<file path="src/rtl/program_memory_loader.sv">
// Loadable instruction memory: a host streams a program in over valid/ready,
// and the processor then fetches it by pc with a registered one-cycle read.
module program_memory_loader #(
    parameter int              IW    = 8,
    parameter int              DEPTH = 64,
    parameter int              PCW   = 8,
    parameter logic [IW-1:0]   FILL  = {IW{1'b0}}
) (
    input  logic                         origclk,
    input  logic                         reset,
    input  logic                         load_valid,
    output logic                         load_ready,
    input  logic [IW-1:0]                load_data,
    input  logic                         load_last,
    input  logic                         run_start,
    input  logic                         run_stop,
    input  logic [PCW-1:0]               pc,
    output logic [IW-1:0]                instruction,
    output logic                         instr_valid,
    output logic                         pc_oob,
    output logic [$clog2(DEPTH+1)-1:0]   prog_len,
    output logic                         running
);

    localparam int LW = $clog2(DEPTH + 1);
    localparam int AW = $clog2(DEPTH);
    localparam int CW = (PCW > LW) ? PCW : LW;

    typedef enum logic [1:0] {
        IDLE  = 2'd0,
        LOAD  = 2'd1,
        READY = 2'd2,
        RUN   = 2'd3
    } state_t;

    state_t            state_r;
    logic [AW-1:0]     wr_ptr_r;
    logic [LW-1:0]     prog_len_r;
    logic              load_ready_r;
    logic              running_r;
    logic [IW-1:0]     instruction_r;
    logic              instr_valid_r;
    logic              pc_oob_r;
    logic [IW-1:0]     mem_r [DEPTH];

    logic              xfer_s;
    logic [AW-1:0]     wr_addr_s;
    logic              last_word_s;
    logic [CW-1:0]     pc_ext_s;
    logic [CW-1:0]     len_ext_s;
    logic              in_range_s;
    logic [AW-1:0]     rd_addr_s;

    assign xfer_s     = load_valid && load_ready_r;
    assign pc_ext_s   = CW'(pc);
    assign len_ext_s  = CW'(prog_len_r);
    assign in_range_s = (pc_ext_s < len_ext_s);
    assign rd_addr_s  = pc_ext_s[AW-1:0];

    // Write address: a transfer outside LOAD always starts a fresh program at 0
    always_comb begin
        wr_addr_s   = {AW{1'b0}};
        last_word_s = 1'b0;
        if (state_r == LOAD) begin
            wr_addr_s = wr_ptr_r;
        end else begin
            wr_addr_s = {AW{1'b0}};
        end
        last_word_s = load_last || (wr_addr_s == AW'(DEPTH - 1));
    end

    // Control FSM with registered handshake and status outputs
    always_ff @(posedge origclk) begin
        if (reset) begin
            state_r      <= IDLE;
            wr_ptr_r     <= {AW{1'b0}};
            prog_len_r   <= {LW{1'b0}};
            load_ready_r <= 1'b1;
            running_r    <= 1'b0;
        end else begin
            case (state_r)
                IDLE, READY: begin
                    if (xfer_s) begin
                        wr_ptr_r <= AW'(1);
                        if (load_last) begin
                            state_r    <= READY;
                            prog_len_r <= LW'(1);
                        end else begin
                            state_r    <= LOAD;
                            prog_len_r <= {LW{1'b0}};
                        end
                    end else if ((state_r == READY) && run_start) begin
                        state_r      <= RUN;
                        load_ready_r <= 1'b0;
                        running_r    <= 1'b1;
                    end
                end
                LOAD: begin
                    if (xfer_s) begin
                        wr_ptr_r <= wr_ptr_r + AW'(1);
                        if (last_word_s) begin
                            state_r    <= READY;
                            prog_len_r <= LW'(wr_ptr_r) + LW'(1);
                        end
                    end
                end
                RUN: begin
                    // Stop takes priority over a simultaneous start
                    if (run_stop) begin
                        state_r      <= READY;
                        load_ready_r <= 1'b1;
                        running_r    <= 1'b0;
                    end
                end
                default: begin
                    state_r      <= IDLE;
                    load_ready_r <= 1'b1;
                    running_r    <= 1'b0;
                end
            endcase
        end
    end

    // Program storage; deliberately unreset, old contents hidden by prog_len
    always_ff @(posedge origclk) begin
        if (xfer_s && !reset) begin
            mem_r[wr_addr_s] <= load_data;
        end
    end

    // Registered fetch path, active only while running
    always_ff @(posedge origclk) begin
        if (reset) begin
            instruction_r <= FILL;
            instr_valid_r <= 1'b0;
            pc_oob_r      <= 1'b0;
        end else if (state_r == RUN) begin
            instr_valid_r <= 1'b1;
            if (in_range_s) begin
                instruction_r <= mem_r[rd_addr_s];
                pc_oob_r      <= 1'b0;
            end else begin
                instruction_r <= FILL;
                pc_oob_r      <= 1'b1;
            end
        end else begin
            instruction_r <= FILL;
            instr_valid_r <= 1'b0;
            pc_oob_r      <= 1'b0;
        end
    end

    assign load_ready  = load_ready_r;
    assign running     = running_r;
    assign prog_len    = prog_len_r;
    assign instruction = instruction_r;
    assign instr_valid = instr_valid_r;
    assign pc_oob      = pc_oob_r;

endmodule

</file>
<file path="config.mk">
export PLATFORM = sky130hd
export DESIGN_NAME = program_memory_loader
export DESIGN_NICKNAME = d
export VERILOG_FILES = /design/src/rtl/program_memory_loader.sv
export SDC_FILE = /design/constraint.sdc
export NUM_CORES = 1
export LEC_CHECK = 0
export ABC_CLOCK_PERIOD_IN_PS = 3700
export CAP_MARGIN = 25
export CORE_ASPECT_RATIO = 0.9
export CORE_MARGIN = 2
export CORE_UTILIZATION = 40
export DETAILED_ROUTE_END_ITERATION = 10
export PLACE_DENSITY_LB_ADDON = 0.25
export SETUP_SLACK_MARGIN = 0.5
export SKIP_LAST_GASP = 1
export SLEW_MARGIN = 5
export SYNTH_ARGS = -nofsm -noshare
export SYNTH_HDL_FRONTEND = slang
export SYNTH_SLANG_ARGS = --single-unit
</file>
<file path="constraint.sdc">
create_clock -name origclk -period 3.7 [get_ports origclk]
set_input_delay 0.74 -clock origclk [delete_from_list [all_inputs] [get_ports origclk]]
set_output_delay 0.74 -clock origclk [all_outputs]
set_load 0.005 [all_outputs]
</file>
== Yosys cells after proc, flatten, opt, wreduce, memory -nomap -nowiden ==
Memories as Yosys holds them, arrays and structs flattened. A register that Yosys moved wholly into a read port is not among the register bits.
Cells that the tools add are included.

* Register bits after elaboration: 19
* Logic and storage cells: 67
* Input port bits: 22
* Bits in writable memories: 512
* Output and inout bits: 19
* Memories: 1

{| class="wikitable"
|+ Memory list
! name !! depth !! bits a word !! rd ports !! clocked after Yosys merged registers in !! write ports !! RTL line !! text
|-
| mem_r || 64 || 8 || 1 || 1 || 1 || 44 || <nowiki>logic [IW-1:0] mem_r [DEPTH];</nowiki>
|}

* Equality and inequality tests: 11
* Reduce and logical (&&, ||, !) cells: 15
* Add/subtract/negate cells: 2
* Bitwise logic cells: 2
* Multiplexer cells: 28
* $lt $le $gt $ge: 1

{| class="wikitable"
|+ Operators with widths
! cell !! number
|-
| 7-bit 2-to-1 mux || 3
|-
| 6-bit 2-to-1 mux || 3
|-
| 7-bit case mux with 2 select lines || 1
|-
| 2-bit 2-to-1 mux || 6
|-
| 2-bit inequality test, second input constant || 6
|-
| 6-bit case mux with 2 select lines || 1
|-
| 4-bit AND reduction || 3
|-
| 1-bit 2-to-1 mux || 11
|-
| 8-bit by 7-bit < comparator with 1-bit output || 1
|-
| 6-bit by 1-bit adder with 7-bit output, second input constant || 1
|-
| 6-bit by 1-bit adder with 6-bit output, second input constant || 1
|-
| 6-bit equality test, second input constant || 1
|-
| 2-bit case mux with 3 select lines || 1
|-
| 2-bit equality test, second input constant || 2
|-
| 1-bit case mux with 2 select lines || 2
|-
| 2-bit nonzero test || 2
|-
| 2-bit OR reduction || 2
|-
| 1-bit logical AND || 3
|-
| 3-bit inequality test, second input constant || 1
|-
| 3-bit AND reduction || 1
|-
| 3-bit OR reduction || 1
|-
| 2-bit by 1-bit equality test with 1-bit output, second input constant || 1
|-
| 2-bit zero test || 1
|-
| 1-bit inverter || 2
|-
| 2 further kinds || 2
|}

== Depth between registers and ports, before layout ==
* Word-level depth: 7
* Mapped depth: 8
* Depth with buffers taken out: 7

== Least setup slack after synthesis ==
No wires, ideal clock.

* Path type: input-to-reg
* Start point: input reset
* End point: memory mem_r[49][0] (enable)
* Cell stages on the path: 4
* Arrival: 2,561 ps
* Slack: 741 ps
* Library setup time: 398 ps
* Buffers on the path: 1
* Required time: 3,302 ps
* Cells stage by stage: clkbuf_1 -> nor2_1 -> nand4_1 -> nor4b_1

* Word-level cells in the longest chain between the ends: 4

{| class="wikitable"
|+ Ends and longest elaborated chain
! element !! RTL line !! text
|-
| from (decl) || 10 || <nowiki>input logic reset,</nowiki>
|-
| 1-bit zero test || 126 || <nowiki>if (xfer_s && !reset) begin</nowiki>
|-
| 1-bit logical AND || 126 ||
|-
| 1-bit 2-to-1 mux || 126 ||
|-
| 1-bit 2-to-1 mux (not written as such) || 127 || <nowiki>mem_r[wr_addr_s] <= load_data;</nowiki>
|-
| to (decl) || 44 ||
|}

No other way between the ends.

== Worst setup path after layout ==
* Start point: input pc[3]
* End point: register instruction_r[4], in the netlist instruction[4], read port of mem_r

* Word-level cells in the longest chain between the ends: 3

{| class="wikitable"
|+ Ends and longest elaborated chain
! element !! RTL line !! text
|-
| from (decl) || 17 || <nowiki>input logic [PCW-1:0] pc,</nowiki>
|-
| 8-bit by 7-bit < comparator with 1-bit output || 57 || <nowiki>assign in_range_s = (pc_ext_s < len_ext_s);</nowiki>
|-
| 1-bit inverter (no source line) || -- ||
|-
| 3-bit OR reduction (no source line) || -- ||
|-
| to (decl) || 41 || <nowiki>logic [IW-1:0] instruction_r;</nowiki>
|}

Several ways; a longest one is shown, not always the timed one.
A chain may end at the register's enable or synchronous reset.

==> impl_results.md <==
- Ys Warns: 0
- Post-synth ARST share: 0%
- # setup viols final: 0
- Register area share after synthesis: 75.0%
- Placed inst area: 22,900 sq um
- Unrepaired setup endpoints after global routing: false
- Worst Setup SP: pc[3]
- Relative slew margins: 32.9%
- Int Pwr: 0.0101 W
- Post-synth EDFFs: 512
- Power per cell area: 515 nW/um^2
- Clk_skew: 0.0234 ns
- WS Path Type: in2reg
- Router iterations before antenna repair: 5
- Fin. max-slew vios: 0
- Reg2reg path depth: 7
- Vias in the first global route: 10.7k
- Total power: 0.0127 W
- Ports: 41
- Max FO, Critical Path: 12
- Switching Fraction: 20.7%
- CTS Buf Count: 54
- Post-CTS Setup Repair Bufs: 0
- Fmax: 380 MHz
- First-pass GRT wire length: 70,900 um
- Global Route Usage Sum: 17.9%
- Syn Inst Count: 1,074
- WP data arrival: 3.12 ns
- IO Port Bufs: 40
- CTS sink count: 539
- Seq pwr share: 52.6%
- Syn Std Cell Area: 21,200 sq um
- Root buffer cell: clkbuf_16
- Vias/cell: 5.48
- Worst skew pair latency: 0.61 ns
- Final hold vios: 0
- Synth Register Bits: 539
- FILL cells: 4,405
- Largest net degree at the start of global routing: 65
- Synth Area per Inst: 19.8 sq um
- Ant diodes: 0
- CTS tree: built
- Die Height: 222 um
- Initial Util: 40.2%
- Maxcap violations: 0
- Area of the die: 54,900 sq um
- DRC violations left: 0
- Status: finished, final reports clean
- Hpwl dp: 30,800 um
- Final setup TNS: 0 ns
- Crit path capture type: flip-flop
- Layout cells sized above 1: 24.8%
- DR vias: 10.7k
- Core Region: 52,800 sq um
- Worst hold path class: reg2reg
- GR Overflow Total: 0
- Clock Tree Buf Depth: 3
- Drt initial violations: 1,215
- Die W: 247 um
- Row count: 80
- Crit path capture: instruction[4]
- Antenna viol nets, final: 0
- Fin crit period: 2.63 ns
- Routed WL per cell: 24.5 um
- Final Non-Filler Cells: 1,960
- P&R area growth vs syn: 16.6%
- Nets@finish: 1,249
- Top FF cell, synth: edfxtp_1
- Finished layout cell area: 24,700 sq um
- Cts hold-fix bufs: 0
- Startpoint types: primary input
- Logic pwr share: 4.8%
- R2r setup slk: 1.25 ns
- Distinct cells, synth: 51
- Peak supply drop: 0.403 mV
- Final period utilization: 71.2%
- Critical path data required time: 4.19 ns
- Post-Route WL: 48,100 um
- Clock network fraction of total power: 42.6%
- Post-Place Cells: 1,859
- Worst Tran Pin Value: 1.01 ns
- Post_cts resized: 0
- Reg clk slew, reported paths: 0.06 ns
- Antenna violations before repair: 0
- Htree depth: 2
- Worst r2r src: state_r[0]
- RR Endpoint: mem_r[6][7]
- Hold path depth: 2
- LEAKAGE: 7.93 nW
- Switching power: 0.00264 W
- Syn_nets: 1,103
- Gpl congestion: 0.817
==> cells by family (layout without fill, tap and decap cells) <==
logic type      Yosys count  in the layout  share of synthesized area (%)
flops                   539            539                           75.0
fa+ha+maj                 7              7                          0.413
simple gates            185            185                           4.02
xor+xnor                  3              3                          0.124
compound gates          120            120                           3.99
buf+inv                  66            255                           1.96
mux                     154            154                           14.5
==> state kept, by name (all words and copies together), names as in the netlist <==
register and count:
wr_ptr_r 6, running 1, prog_len 7, load_ready 1
pc_oob 1, instruction 8, instr_valid 1, state_r 2
mem_r 512
==> worst min path at each step <==
stage	start	endpoint	slack, ns
floorplan	running	running	0.46
global placement	running	running	0.46
detailed placement	running	running	0.47
CTS	running	running	0.48
global route	running	running	0.52
finish	running	running	0.48
==> cells in the final DEF (no fill, tap or decap), types with 3 or more instances in the layout <==
cell             Yosys  final
a22o_1               7      7
mux4_2             114    114
buf_2               23      9
inv_1                9      9
nor2_1              86     86
nand3_1             21     21
nand2b_1             6      6
inv_6                0      3
dfxtp_1             27     27
o221ai_1             6      6
buf_12               4      7
clkbuf_16            0     54
and2_1               6      6
a211o_1              7      7
bufinv_16            0      7
nor2b_1             13     13
clkinv_2             0      6
nand4_1              6      6
ha_1                 7      7
edfxtp_1           512    512
nor3_1               7      7
mux4_1               6      6
clkbuf_1            18      9
a21oi_1             31     31
mux2i_1             32     32
clkdlybuf4s50_1      0     29
a211oi_1            10     10
a22oi_1             40     40
nand2_1             27     27
buf_4                1    100
clkinv_1             0     16
o21ai_0              7      7
==> through the flow <==
step           util [%]  hold slack (ns)  worst slack, ns
2_1_floorplan         -            0.462            0.741
4_1_cts            46.8            0.480             1.13
6_report           46.9            0.478             1.07
3_3_place_gp       43.4            0.458            0.543
3_5_place_dp       43.5            0.467            0.502
5_1_grt            46.9            0.522            0.974
==> per-layer routing <==
metal	up-vias	track usage (%)	share of wire [%]
met5	-	0	0
li1	4717	-	-
met4	0	4.53	2.1
met3	64	3.47	6.9
met1	5589	27.5	46
met2	376	26.2	45
==> layout make-up <==
type,count,area [sq um],area share [%]
sequential,539,15900,64.4
multi-input combinational,469,4890,19.8
clock buffer,63,1390,5.60
timing repair buffer,147,1270,5.13
tap,697,872,3.53
clock inverter,36,367,1.48
inverter,9,33.8,0.137
==> synth_stat cells, types with 7 or more instances <==
master	instances	area, sq um
o21ai_0	7	35.0
buf_6	8	90.1
mux4_2	114	2570
a21oi_1	31	155
nor2_1	86	323
dfxtp_1	27	541
edfxtp_1	512	15400
a211o_1	7	61.3
inv_1	9	33.8
mux2i_1	32	320
ha_1	7	87.6
nor2b_1	13	81.3
a22oi_1	40	300
a22o_1	7	61.3
nand3_1	21	105
clkbuf_1	18	67.6
nor3_1	7	35.0
buf_2	23	115
a211oi_1	10	75.1
nand2_1	27	101
==> power groups by stage <==
| stage | sequential (W) | clock (W) | combinational (W) |
|---|---|---|---|
| 4_1_cts | 0.00669 | 0.00553 | 0.000614 |
| 3_3_place_gp | 0.00682 | 0 | 0.000603 |
| 2_1_floorplan | 0.00682 | 0 | 0.000356 |
| 6_report | 0.00669 | 0.00542 | 0.000611 |
| 5_1_grt | 0.00669 | 0.00578 | 0.000663 |
| 3_5_place_dp | 0.00682 | 0 | 0.000612 |
==> critical path, cell delays in order <==
cell and delay (ns):
clkdlybuf4s50_1 0.73, ha_1 0.38, a21oi_1 0.14, nor2b_1 0.06
o21ai_0 0.20, o2111ai_1 0.52, a211oi_1 0.35
No activity file was read; power rests on OpenSTA's default activity.
